### src/rtl/timer_pkg.sv
// Shared types, digit limits and the preset range check for the BCD countdown timer.
package timer_pkg;

   typedef enum logic [1:0] {
      StIdle,
      StRun,
      StPause,
      StDone
   } timer_state_e;

   localparam logic [3:0] UNITS_MAX = 4'd9;
   localparam logic [3:0] TENS_MAX  = 4'd5;

   // A BCD digit is legal when it does not exceed the limit of its position.
   function automatic logic digit_legal(input logic [3:0] value, input logic [3:0] max);
      return value <= max;
   endfunction

endpackage

### src/rtl/bcd_down_digit.sv
// One BCD down-counting digit; wraps 0 -> MAX and raises borrow_out_o on the wrap.
module bcd_down_digit
   import timer_pkg::*;
#(
   parameter logic [3:0] MAX = UNITS_MAX
) (
   input  logic       clock_i,
   input  logic       reset_ni,
   input  logic       clr_i,
   input  logic       ld_i,
   input  logic [3:0] ld_val_i,
   input  logic       dec_in_i,
   output logic [3:0] q_o,
   output logic       borrow_out_o
);

   logic [3:0] q_d, q_q;

   // Next digit value: clear beats load beats decrement.
   always_comb begin
      q_d = q_q;
      if (clr_i) begin
         q_d = 4'd0;
      end else if (ld_i) begin
         q_d = ld_val_i;
      end else if (dec_in_i) begin
         q_d = (q_q == 4'd0) ? MAX : q_q - 4'd1;
      end
   end

   // Digit register with asynchronous active-low reset.
   always_ff @(posedge clock_i or negedge reset_ni) begin
      if (!reset_ni) begin
         q_q <= 4'd0;
      end else begin
         q_q <= q_d;
      end
   end

   assign q_o          = q_q;
   assign borrow_out_o = dec_in_i & (q_q == 4'd0);

endmodule

### src/rtl/bcd_countdown_timer.sv
// MM:SS BCD countdown timer: 1 Hz prescaler, four-digit borrow chain, run/pause/done FSM.
module bcd_countdown_timer
   import timer_pkg::*;
#(
   parameter int unsigned CLK_DIV = 50_000_000
) (
   input  logic       clock_i,
   input  logic       reset_ni,
   input  logic       clear_i,
   input  logic       load_i,
   input  logic       start_i,
   input  logic       pause_i,
   input  logic [3:0] preset_min_tens_i,
   input  logic [3:0] preset_min_units_i,
   input  logic [3:0] preset_sec_tens_i,
   input  logic [3:0] preset_sec_units_i,
   output logic [3:0] bcd_min_tens_o,
   output logic [3:0] bcd_min_units_o,
   output logic [3:0] bcd_sec_tens_o,
   output logic [3:0] bcd_sec_units_o,
   output logic       running_o,
   output logic       paused_o,
   output logic       done_o,
   output logic       expired_o,
   output logic       load_err_o
);

   localparam int unsigned    CntW    = (CLK_DIV > 2) ? $clog2(CLK_DIV) : 1;
   localparam logic [CntW-1:0] CntLast = CntW'(CLK_DIV - 1);

   timer_state_e   state_d, state_q;
   logic [CntW-1:0] cnt_d, cnt_q;
   logic           running_d, running_q;
   logic           paused_d, paused_q;
   logic           done_d, done_q;
   logic           expired_d, expired_q;
   logic           load_err_d, load_err_q;

   logic [3:0] min_tens, min_units, sec_tens, sec_units;
   logic       borrow_su, borrow_st, borrow_mu, borrow_mt;
   logic       preset_legal, load_accept, tick, digits_zero, digits_one;

   assign preset_legal = digit_legal(preset_min_tens_i,  TENS_MAX)
                       & digit_legal(preset_min_units_i, UNITS_MAX)
                       & digit_legal(preset_sec_tens_i,  TENS_MAX)
                       & digit_legal(preset_sec_units_i, UNITS_MAX);

   // Loads are ignored while running; clear takes precedence.
   assign load_accept = !clear_i && load_i && (state_q != StRun) && preset_legal;

   // A pause arriving in the tick cycle freezes the prescaler, so no tick is taken.
   assign tick = (state_q == StRun) && !clear_i && !pause_i && (cnt_q == CntLast);

   assign digits_zero = (min_tens == 4'd0) && (min_units == 4'd0)
                     && (sec_tens == 4'd0) && (sec_units == 4'd0);
   assign digits_one  = (min_tens == 4'd0) && (min_units == 4'd0)
                     && (sec_tens == 4'd0) && (sec_units == 4'd1);

   bcd_down_digit #(.MAX(UNITS_MAX)) u_sec_units (
      .clock_i      (clock_i),
      .reset_ni     (reset_ni),
      .clr_i        (clear_i),
      .ld_i         (load_accept),
      .ld_val_i     (preset_sec_units_i),
      .dec_in_i     (tick),
      .q_o          (sec_units),
      .borrow_out_o (borrow_su)
   );

   bcd_down_digit #(.MAX(TENS_MAX)) u_sec_tens (
      .clock_i      (clock_i),
      .reset_ni     (reset_ni),
      .clr_i        (clear_i),
      .ld_i         (load_accept),
      .ld_val_i     (preset_sec_tens_i),
      .dec_in_i     (borrow_su),
      .q_o          (sec_tens),
      .borrow_out_o (borrow_st)
   );

   bcd_down_digit #(.MAX(UNITS_MAX)) u_min_units (
      .clock_i      (clock_i),
      .reset_ni     (reset_ni),
      .clr_i        (clear_i),
      .ld_i         (load_accept),
      .ld_val_i     (preset_min_units_i),
      .dec_in_i     (borrow_st),
      .q_o          (min_units),
      .borrow_out_o (borrow_mu)
   );

   bcd_down_digit #(.MAX(TENS_MAX)) u_min_tens (
      .clock_i      (clock_i),
      .reset_ni     (reset_ni),
      .clr_i        (clear_i),
      .ld_i         (load_accept),
      .ld_val_i     (preset_min_tens_i),
      .dec_in_i     (borrow_mu),
      .q_o          (min_tens),
      .borrow_out_o (borrow_mt)
   );

   // Next state, prescaler and flag values; priority is clear > load > pause/start.
   always_comb begin
      state_d    = state_q;
      cnt_d      = cnt_q;
      done_d     = 1'b0;
      load_err_d = 1'b0;
      if (clear_i) begin
         state_d = StIdle;
         cnt_d   = '0;
      end else if (load_i && (state_q != StRun)) begin
         if (preset_legal) begin
            state_d = StIdle;
            cnt_d   = '0;
         end else begin
            load_err_d = 1'b1;
         end
      end else begin
         unique case (state_q)
            StIdle: begin
               if (start_i && !digits_zero) begin
                  state_d = StRun;
                  cnt_d   = '0;
               end
            end
            StRun: begin
               if (pause_i) begin
                  state_d = StPause;
               end else begin
                  cnt_d = tick ? '0 : cnt_q + 1'b1;
                  // A min-tens borrow would mean ticking 00:00; treat it as expiry too.
                  if (tick && (digits_one || borrow_mt)) begin
                     state_d = StDone;
                     done_d  = 1'b1;
                  end
               end
            end
            StPause: begin
               if (start_i) begin
                  state_d = StRun;
               end
            end
            StDone: begin
               state_d = StDone;
            end
         endcase
      end
      running_d = (state_d == StRun);
      paused_d  = (state_d == StPause);
      expired_d = (state_d == StDone);
   end

   // Control state and registered status outputs.
   always_ff @(posedge clock_i or negedge reset_ni) begin
      if (!reset_ni) begin
         state_q    <= StIdle;
         cnt_q      <= '0;
         running_q  <= 1'b0;
         paused_q   <= 1'b0;
         done_q     <= 1'b0;
         expired_q  <= 1'b0;
         load_err_q <= 1'b0;
      end else begin
         state_q    <= state_d;
         cnt_q      <= cnt_d;
         running_q  <= running_d;
         paused_q   <= paused_d;
         done_q     <= done_d;
         expired_q  <= expired_d;
         load_err_q <= load_err_d;
      end
   end

   assign bcd_min_tens_o  = min_tens;
   assign bcd_min_units_o = min_units;
   assign bcd_sec_tens_o  = sec_tens;
   assign bcd_sec_units_o = sec_units;
   assign running_o       = running_q;
   assign paused_o        = paused_q;
   assign done_o          = done_q;
   assign expired_o       = expired_q;
   assign load_err_o      = load_err_q;

endmodule
### config.mk
export PLATFORM = sky130hd
export DESIGN_NAME = bcd_countdown_timer
export DESIGN_NICKNAME = d
export VERILOG_FILES = /design/src/rtl/timer_pkg.sv /design/src/rtl/bcd_down_digit.sv /design/src/rtl/bcd_countdown_timer.sv
export SDC_FILE = /design/constraint.sdc
export NUM_CORES = 1
export LEC_CHECK = 0
export ABC_CLOCK_PERIOD_IN_PS = 4700
export CAP_MARGIN = 20
export CORE_ASPECT_RATIO = 0.5
export CORE_MARGIN = 3
export CORE_UTILIZATION = 50
export CTS_BUF_LIST = sky130_fd_sc_hd__clkbuf_8
export CTS_CLUSTER_DIAMETER = 60
export CTS_CLUSTER_SIZE = 40
export DETAILED_ROUTE_END_ITERATION = 6
export PLACE_DENSITY_LB_ADDON = 0.25
export SYNTH_ARGS = -nofsm -noshare
export SYNTH_HDL_FRONTEND = slang
export SYNTH_HIERARCHICAL = 1
export SYNTH_SLANG_ARGS = --single-unit
### constraint.sdc
create_clock -name clock_i -period 4.7 [get_ports clock_i]
set_clock_uncertainty 0.2 [all_clocks]
set_input_delay 0.705 -clock clock_i [delete_from_list [all_inputs] [get_ports clock_i]]
set_output_delay 0.705 -clock clock_i [all_outputs]
set_load 0.03 [all_outputs]
# Word level (Yosys, flattened, before mapping)
# Cells that the tools add are included.
[classes]
add_sub_neg = 5
order_cmp = 4
n_eq_ne = 12
muxes = 39
bitwise_logic = 7
n_reduce_logical = 28
[op_table]
columns = ["cell", "n"]
rows = [
  ["2-to-1 mux 26 bit", 6],
  ["2-to-1 mux 4 bit", 16],
  ["one-hot mux 26 bit (2 select lines)", 1],
  ["adder 26 x 1 -> 26 bit, second input constant", 1],
  ["== test 26 bit, second input constant", 1],
  ["zero test 4 bit", 4],
  ["subtractor 4 x 1 -> 4 bit, second input constant", 4],
  ["2-to-1 mux 2 bit", 7],
  ["logical AND 1 bit", 13],
  ["nonzero test 3 bit", 4],
  ["== test 2 bit, second input constant", 4],
  ["less-or-equal comparator 4 x 3 -> 1 bit, second input constant", 2],
  ["less-or-equal comparator 4 bit, second input constant", 2],
  ["2-to-1 mux 1 bit", 8],
  ["one-hot mux 2 bit (4 select lines)", 1],
  ["bitwise AND 1 bit", 7],
  ["== test 2 x 1 -> 1 bit, second input constant", 2],
  ["== test 4 x 1 -> 1 bit, second input constant", 1],
  ["!= test 4 x 3 -> 1 bit, second input constant", 1],
  ["!= test 4 bit, second input constant", 1],
  ["AND reduction 4 bit", 1],
  ["nonzero test 4 bit", 1],
  ["zero test 1 bit", 3],
  ["!= test 3 bit, second input constant", 1],
  ["other kinds (3)", 3],
]
[totals]
reg_bits = 49
input_bits = 22
output_inout_bits = 21
wordCells = 106

# Logic depth before layout (Yosys ltp)
[logic_depth]
ltp_word = 16
ltp_mapped = 17
depth_no_buf = 16

# By module
# The synthesis kept the hierarchy.
[modules_own_cells]
columns = ["module", "instances", "cells_each", "area_each_um2", "seq_area_each_um2"]
rows = [
  ["bcd_countdown_timer", 1, 209, 1920.6, 825.8],
  ["bcd_down_digit (u_min_units ...)", 2, 24, 242.7, 100.1],
  ["bcd_down_digit (u_min_tens ...)", 2, 24, 216.5, 100.1],
]

# Least setup slack after synthesis
# No wires, ideal clock.
[synth_path]
path_type = "input port to flip-flop"
startpoint = "in clear_i"
endpoint = "reg paused_q (netlist: paused_o)"
setup_ns = 0.088
arrival_ns = 4.655
t_required_ns = 4.412
path_slack_ns = -0.243
cell_stages = 17
n_path_buf = 1
path_cell_list = "buf_4 nor3b_1 nand4_1 nor3_1 nor4b_4 nor2b_1 or4b_4 nor2_1 nor4b_4 nor2b_1 or4b_4 nor2_1 a41oi_1 nor4_1 o22ai_1 o21a_1 nor3b_1"
[synth_via]
elab_chain_cells = 16
[synth_lines]
columns = ["element", "line", "text"]
rows = [
  ["from (decl)", "bcd_countdown_timer.sv:9", "input logic clear_i,"],
  ["zero test 1 bit", "bcd_countdown_timer.sv:52", "assign tick = (state_q == StRun) && !clear_i && !pause_i && (cnt_q == CntLast);"],
  ["logical AND 1 bit (3 in a row)", "bcd_countdown_timer.sv:52", ""],
  ["named net tick", "bcd_countdown_timer.sv:41", "logic preset_legal, load_accept, tick, digits_zero, digits_one;"],
  ["bitwise AND 1 bit", "bcd_down_digit.sv:41", "assign borrow_out_o = dec_in_i & (q_q == 4'd0);"],
  ["named net borrow_su", "bcd_countdown_timer.sv:40", "logic borrow_su, borrow_st, borrow_mu, borrow_mt;"],
  ["bitwise AND 1 bit", "bcd_down_digit.sv:41", ""],
  ["named net borrow_st", "bcd_countdown_timer.sv:40", ""],
  ["bitwise AND 1 bit", "bcd_down_digit.sv:41", ""],
  ["named net borrow_mu", "bcd_countdown_timer.sv:40", ""],
  ["[1 not listed]", "n/a", ""],
  ["named net borrow_mt", "bcd_countdown_timer.sv:40", ""],
  ["[1 not listed]", "n/a", ""],
  ["logical AND 1 bit", "bcd_countdown_timer.sv:133", "if (tick && (digits_one || borrow_mt)) begin"],
  ["2-to-1 mux 2 bit", "bcd_countdown_timer.sv:133", ""],
  ["2-to-1 mux 2 bit", "bcd_countdown_timer.sv:128", "if (pause_i) begin"],
  ["one-hot mux 2 bit (4 select lines)", "bcd_countdown_timer.sv:120", "unique case (state_q)"],
  ["2-to-1 mux 2 bit", "bcd_countdown_timer.sv:112", "end else if (load_i && (state_q != StRun)) begin"],
  ["2-to-1 mux 2 bit", "bcd_countdown_timer.sv:109", "if (clear_i) begin"],
  ["== test 2 bit", "bcd_countdown_timer.sv:150", "paused_d = (state_d == StPause);"],
  ["named net paused_d", "bcd_countdown_timer.sv:34", "logic paused_d, paused_q;"],
  ["to (signal assigned)", "bcd_countdown_timer.sv:168", "paused_q <= paused_d;"],
  ["to (decl)", "bcd_countdown_timer.sv:34", ""],
]
# The timed path passes the listed nets, and every way through them passes these cells.
# A chain may end at the register's enable or synchronous reset.

# Final worst setup path
[layout_path]
startpoint = "reg cnt_q[16]"
endpoint = "reg paused_q (netlist: paused_o)"
[layout_via]
elab_chain_cells = 14
[layout_lines]
columns = ["element", "line", "text"]
rows = [
  ["from (decl)", "bcd_countdown_timer.sv:32", "logic [CntW-1:0] cnt_d, cnt_q;"],
  ["from (signal assigned)", "bcd_countdown_timer.sv:166", "cnt_q <= cnt_d;"],
  ["== test 26 bit", "bcd_countdown_timer.sv:52", ""],
  ["logical AND 1 bit", "bcd_countdown_timer.sv:52", ""],
  ["named net tick", "bcd_countdown_timer.sv:41", ""],
  ["bitwise AND 1 bit", "bcd_down_digit.sv:41", ""],
  ["named net borrow_su", "bcd_countdown_timer.sv:40", ""],
  ["bitwise AND 1 bit", "bcd_down_digit.sv:41", ""],
  ["named net borrow_st", "bcd_countdown_timer.sv:40", ""],
  ["bitwise AND 1 bit", "bcd_down_digit.sv:41", ""],
  ["named net borrow_mu", "bcd_countdown_timer.sv:40", ""],
  ["[1 not listed]", "n/a", ""],
  ["named net borrow_mt", "bcd_countdown_timer.sv:40", ""],
  ["[1 not listed]", "n/a", ""],
  ["logical AND 1 bit", "bcd_countdown_timer.sv:133", ""],
  ["2-to-1 mux 2 bit", "bcd_countdown_timer.sv:133", ""],
  ["2-to-1 mux 2 bit", "bcd_countdown_timer.sv:128", ""],
  ["one-hot mux 2 bit (4 select lines)", "bcd_countdown_timer.sv:120", ""],
  ["2-to-1 mux 2 bit", "bcd_countdown_timer.sv:112", ""],
  ["2-to-1 mux 2 bit", "bcd_countdown_timer.sv:109", ""],
  ["== test 2 bit", "bcd_countdown_timer.sv:150", ""],
  ["named net paused_d", "bcd_countdown_timer.sv:34", ""],
]
# The timed path passes the listed nets, and every way through them passes these cells.

==> impl_metrics.json <==
{
  "grt_max_degree": 50,
  "endpoint_kind": "flip-flop",
  "slew_viol_final": 0,
  "synth_edf_count": 0,
  "nets": 390,
  "finalHoldViolCount": 0,
  "yosys-top-cells-area": "dfrtp_1 43%, xnor2_1 5.6%, nor2_1 4.4%",
  "ys.flop_type": "dfrtp_1",
  "ys_warn_count": 6,
  "power.density_mw_per_mm2": 242,
  "syn_nets": 328,
  "cts_tree": "done",
  "worst_pin_slew_ns": 0.613,
  "setup_viol": 0,
  "synth_top_area_cell": "dfrtp_1",
  "gp_congestion": 0.858,
  "ys_ff_latch": 49,
  "avgSynthCellArea_um2": 9.31,
  "syn_inst": 305,
  "first_pass_iters": 5,
  "dp_hpwl_um": 5190,
  "num_vias": 2636,
  "async_flop_share_pct": 100,
  "layout_min_cycle_time_ns": 4.46,
  "io_buffer_count": 42,
  "start_util_pct": 54.6,
  "worstPathRequired_ns": 4.72,
  "met2_usage_pct": 38.4,
  "synth_area_mm2": 0.00284,
  "place_inst": 427,
  "antenna_found_initial": 0,
  "cp-start-kind": "flip-flop",
  "finalWirelength_um": 7410,
  "htreeDepth": 2,
  "finalSetupTns_ns": 0,
  "synth_most_common_cell": "dfrtp_1",
  "use_met3_pct": 5.20,
  "path_max_fanout": 5,
  "hold_path_class": "in2async",
  "final_antenna_net_count": 0,
  "ys_types": 54,
  "cts_inserted_buffers": 5,
  "cts-root-buf": "clkbuf_8",
  "r2r_setup_slack_ns": 0.24,
  "grtUsageTotal_pct": 23.2,
  "busiest_layer": "met2",
  "wire_per_inst_um": 16.9,
  "diodes": 0,
  "max_cap_violations": 0,
  "critical_path_arrival_ns": 4.49,
  "rsz0062_at_grt": "no",
  "holdWs_ns": 0.0340,
  "core_mm2": 0.00520,
  "insertion_delay_ns": 0.31,
  "final_cells": 438,
  "chipHeight_um": 59.3,
  "max_freq_ghz": 0.224,
  "drive_above_1_share_pct": 15.5,
  "dieArea_mm2": 0.00667,
  "grt_pass1_vias": 2603,
  "max_slew_margin_pct": 58.8,
  "viasPerCell": 6.02,
  "r2r_cells": 16,
  "clockBufferDepth": 2,
  "ios": 43,
  "peakVddDrop_uv": 143,
  "synth_seq_area_share_pct": 43.2,
  "fin_crit_sh_pct": 95.0,
  "postCtsHoldBufs": 0,
  "p_leak_nw": 1.41,
  "synth_common_cells": "49 x dfrtp_1, 33 x nor2_1, 26 x nand2_1",
  "fp.dieW_um": 113,
  "met1_usage_pct": 31.2,
  "rr_startpoint": "cnt_q[16]$_DFFE_PN0P_",
  "grt_pass1_wl_um": 12600,
  "clkTransAtPathRegs_ns": 0.10,
  "timing.rr.end": "paused_o$_DFF_PN0_",
  "rows": 18,
  "critical_path_class": "reg2reg",
  "drc": 0,
  "yosysTopAreaCellShare_pct": 43.2,
  "clock_sinks": 49,
  "overflow": 0,
  "syn2layout_area_growth_pct": 28.6,
  "status": "finished, final reports clean",
  "drt_iter0_markers": 119
}
## critical path, cell delays in order, from the launching register on
cell and delay [ns]:
dfrtp_1 0.45, nor4b_1 0.39, nand4_1 0.21, nor3_2 0.24, nor4b_4 0.26, nor2b_4 0.19
or4b_4 0.49, nor2_4 0.10, nor4b_4 0.24, nor2b_4 0.19, or4b_4 0.47, nor2_2 0.09
a41oi_1 0.06, nor4_2 0.33, o22ai_1 0.14, o21a_1 0.16, nor3b_2 0.17
## worst max-delay path by stage
stage          slack, ns                  to             startpoint
3_3_place_gp       -0.07  paused_o$_DFF_PN0_                clear_i
3_5_place_dp       -0.32  paused_o$_DFF_PN0_                clear_i
6_report            0.24  paused_o$_DFF_PN0_  cnt_q[16]$_DFFE_PN0P_
4_1_cts             0.04  paused_o$_DFF_PN0_                clear_i
5_1_grt             0.04  paused_o$_DFF_PN0_  cnt_q[16]$_DFFE_PN0P_
2_1_floorplan       0.01  paused_o$_DFF_PN0_                clear_i
## sequential cells by signal (all words and copies together), names as in the netlist
register	count
paused_o	1
u_sec_units/q_o	4
u_sec_tens/q_o	4
done_o	1
load_err_o	1
u_min_tens/q_o	4
expired_o	1
cnt_q	26
running_o	1
u_min_units/q_o	4
state_q	2
## repair_timing
| action | in CTS | in global routing |
|---|---|---|
| endpoints found under the setup margin | 1 | 4 |
| setup buffers | 0 | 2 |
| resized for setup | 1 | 8 |
| pin swaps | 0 | 6 |
## routing by layer
metal / vias up / part of all wire [%]
met4: 0 / 1.3
met1: 1301 / 45
met2: 80 / 49
met5: - / 0
met3: 12 / 4.9
li1: 1243 / -
## power breakdown
group          switching, mW  internal [mW]  total, mW
Sequential           0.00457          0.424      0.429
Clock                  0.148          0.212      0.360
Combinational         0.0573         0.0383     0.0955
Total                  0.210          0.674      0.884
## placed cells by master (no fill, tap or decap), types with 7 or more instances in the layout
| master | synthesis | layout |
|---|---|---|
| clkdlybuf4s50_1 | 0 | 39 |
| nor3_1 | 8 | 7 |
| o31ai_1 | 8 | 8 |
| nor4_1 | 15 | 14 |
| dfrtp_1 | 49 | 49 |
| nor2_1 | 33 | 31 |
| a21oi_1 | 14 | 14 |
| o21ai_0 | 15 | 15 |
| buf_4 | 2 | 20 |
| xnor2_1 | 18 | 18 |
| nand3_1 | 13 | 13 |
| inv_1 | 15 | 15 |
| nand4_1 | 7 | 7 |
| nand2_1 | 26 | 26 |
## area by class of cell
type / count / area, µm²
clock buffers: 5 / 68.8
clock inverters: 3 / 65.1
fillers: 384 / 1550
inverters: 15 / 56.3
multi-input cells: 233 / 1560
flip-flops and latches: 49 / 1230
well taps: 70 / 87.6
repair buffers: 63 / 591
## cell families after synthesis
kind of cell,share of synthesized area [%]
simple gates,29.4
fa+ha+maj,0.441
flops,43.2
buf+inv,3.75
compound gates,16.5
xor+xnor,6.79
## per-stage QoR
step | util (%) | power, mW | setup WS (ns) | cell area [µm²]
6_report | 70.2 | 0.884 | 0.236 | 3650
3_3_place_gp | 66.3 | 0.528 | -0.0699 | 3450
4_1_cts | 69.0 | 0.883 | 0.0423 | 3590
3_5_place_dp | 66.3 | 0.530 | -0.324 | 3450
2_1_floorplan | - | 0.485 | 0.0149 | 2850
5_1_grt | 70.2 | 0.916 | 0.0358 | 3650
(Power assumes the default switching activity.)
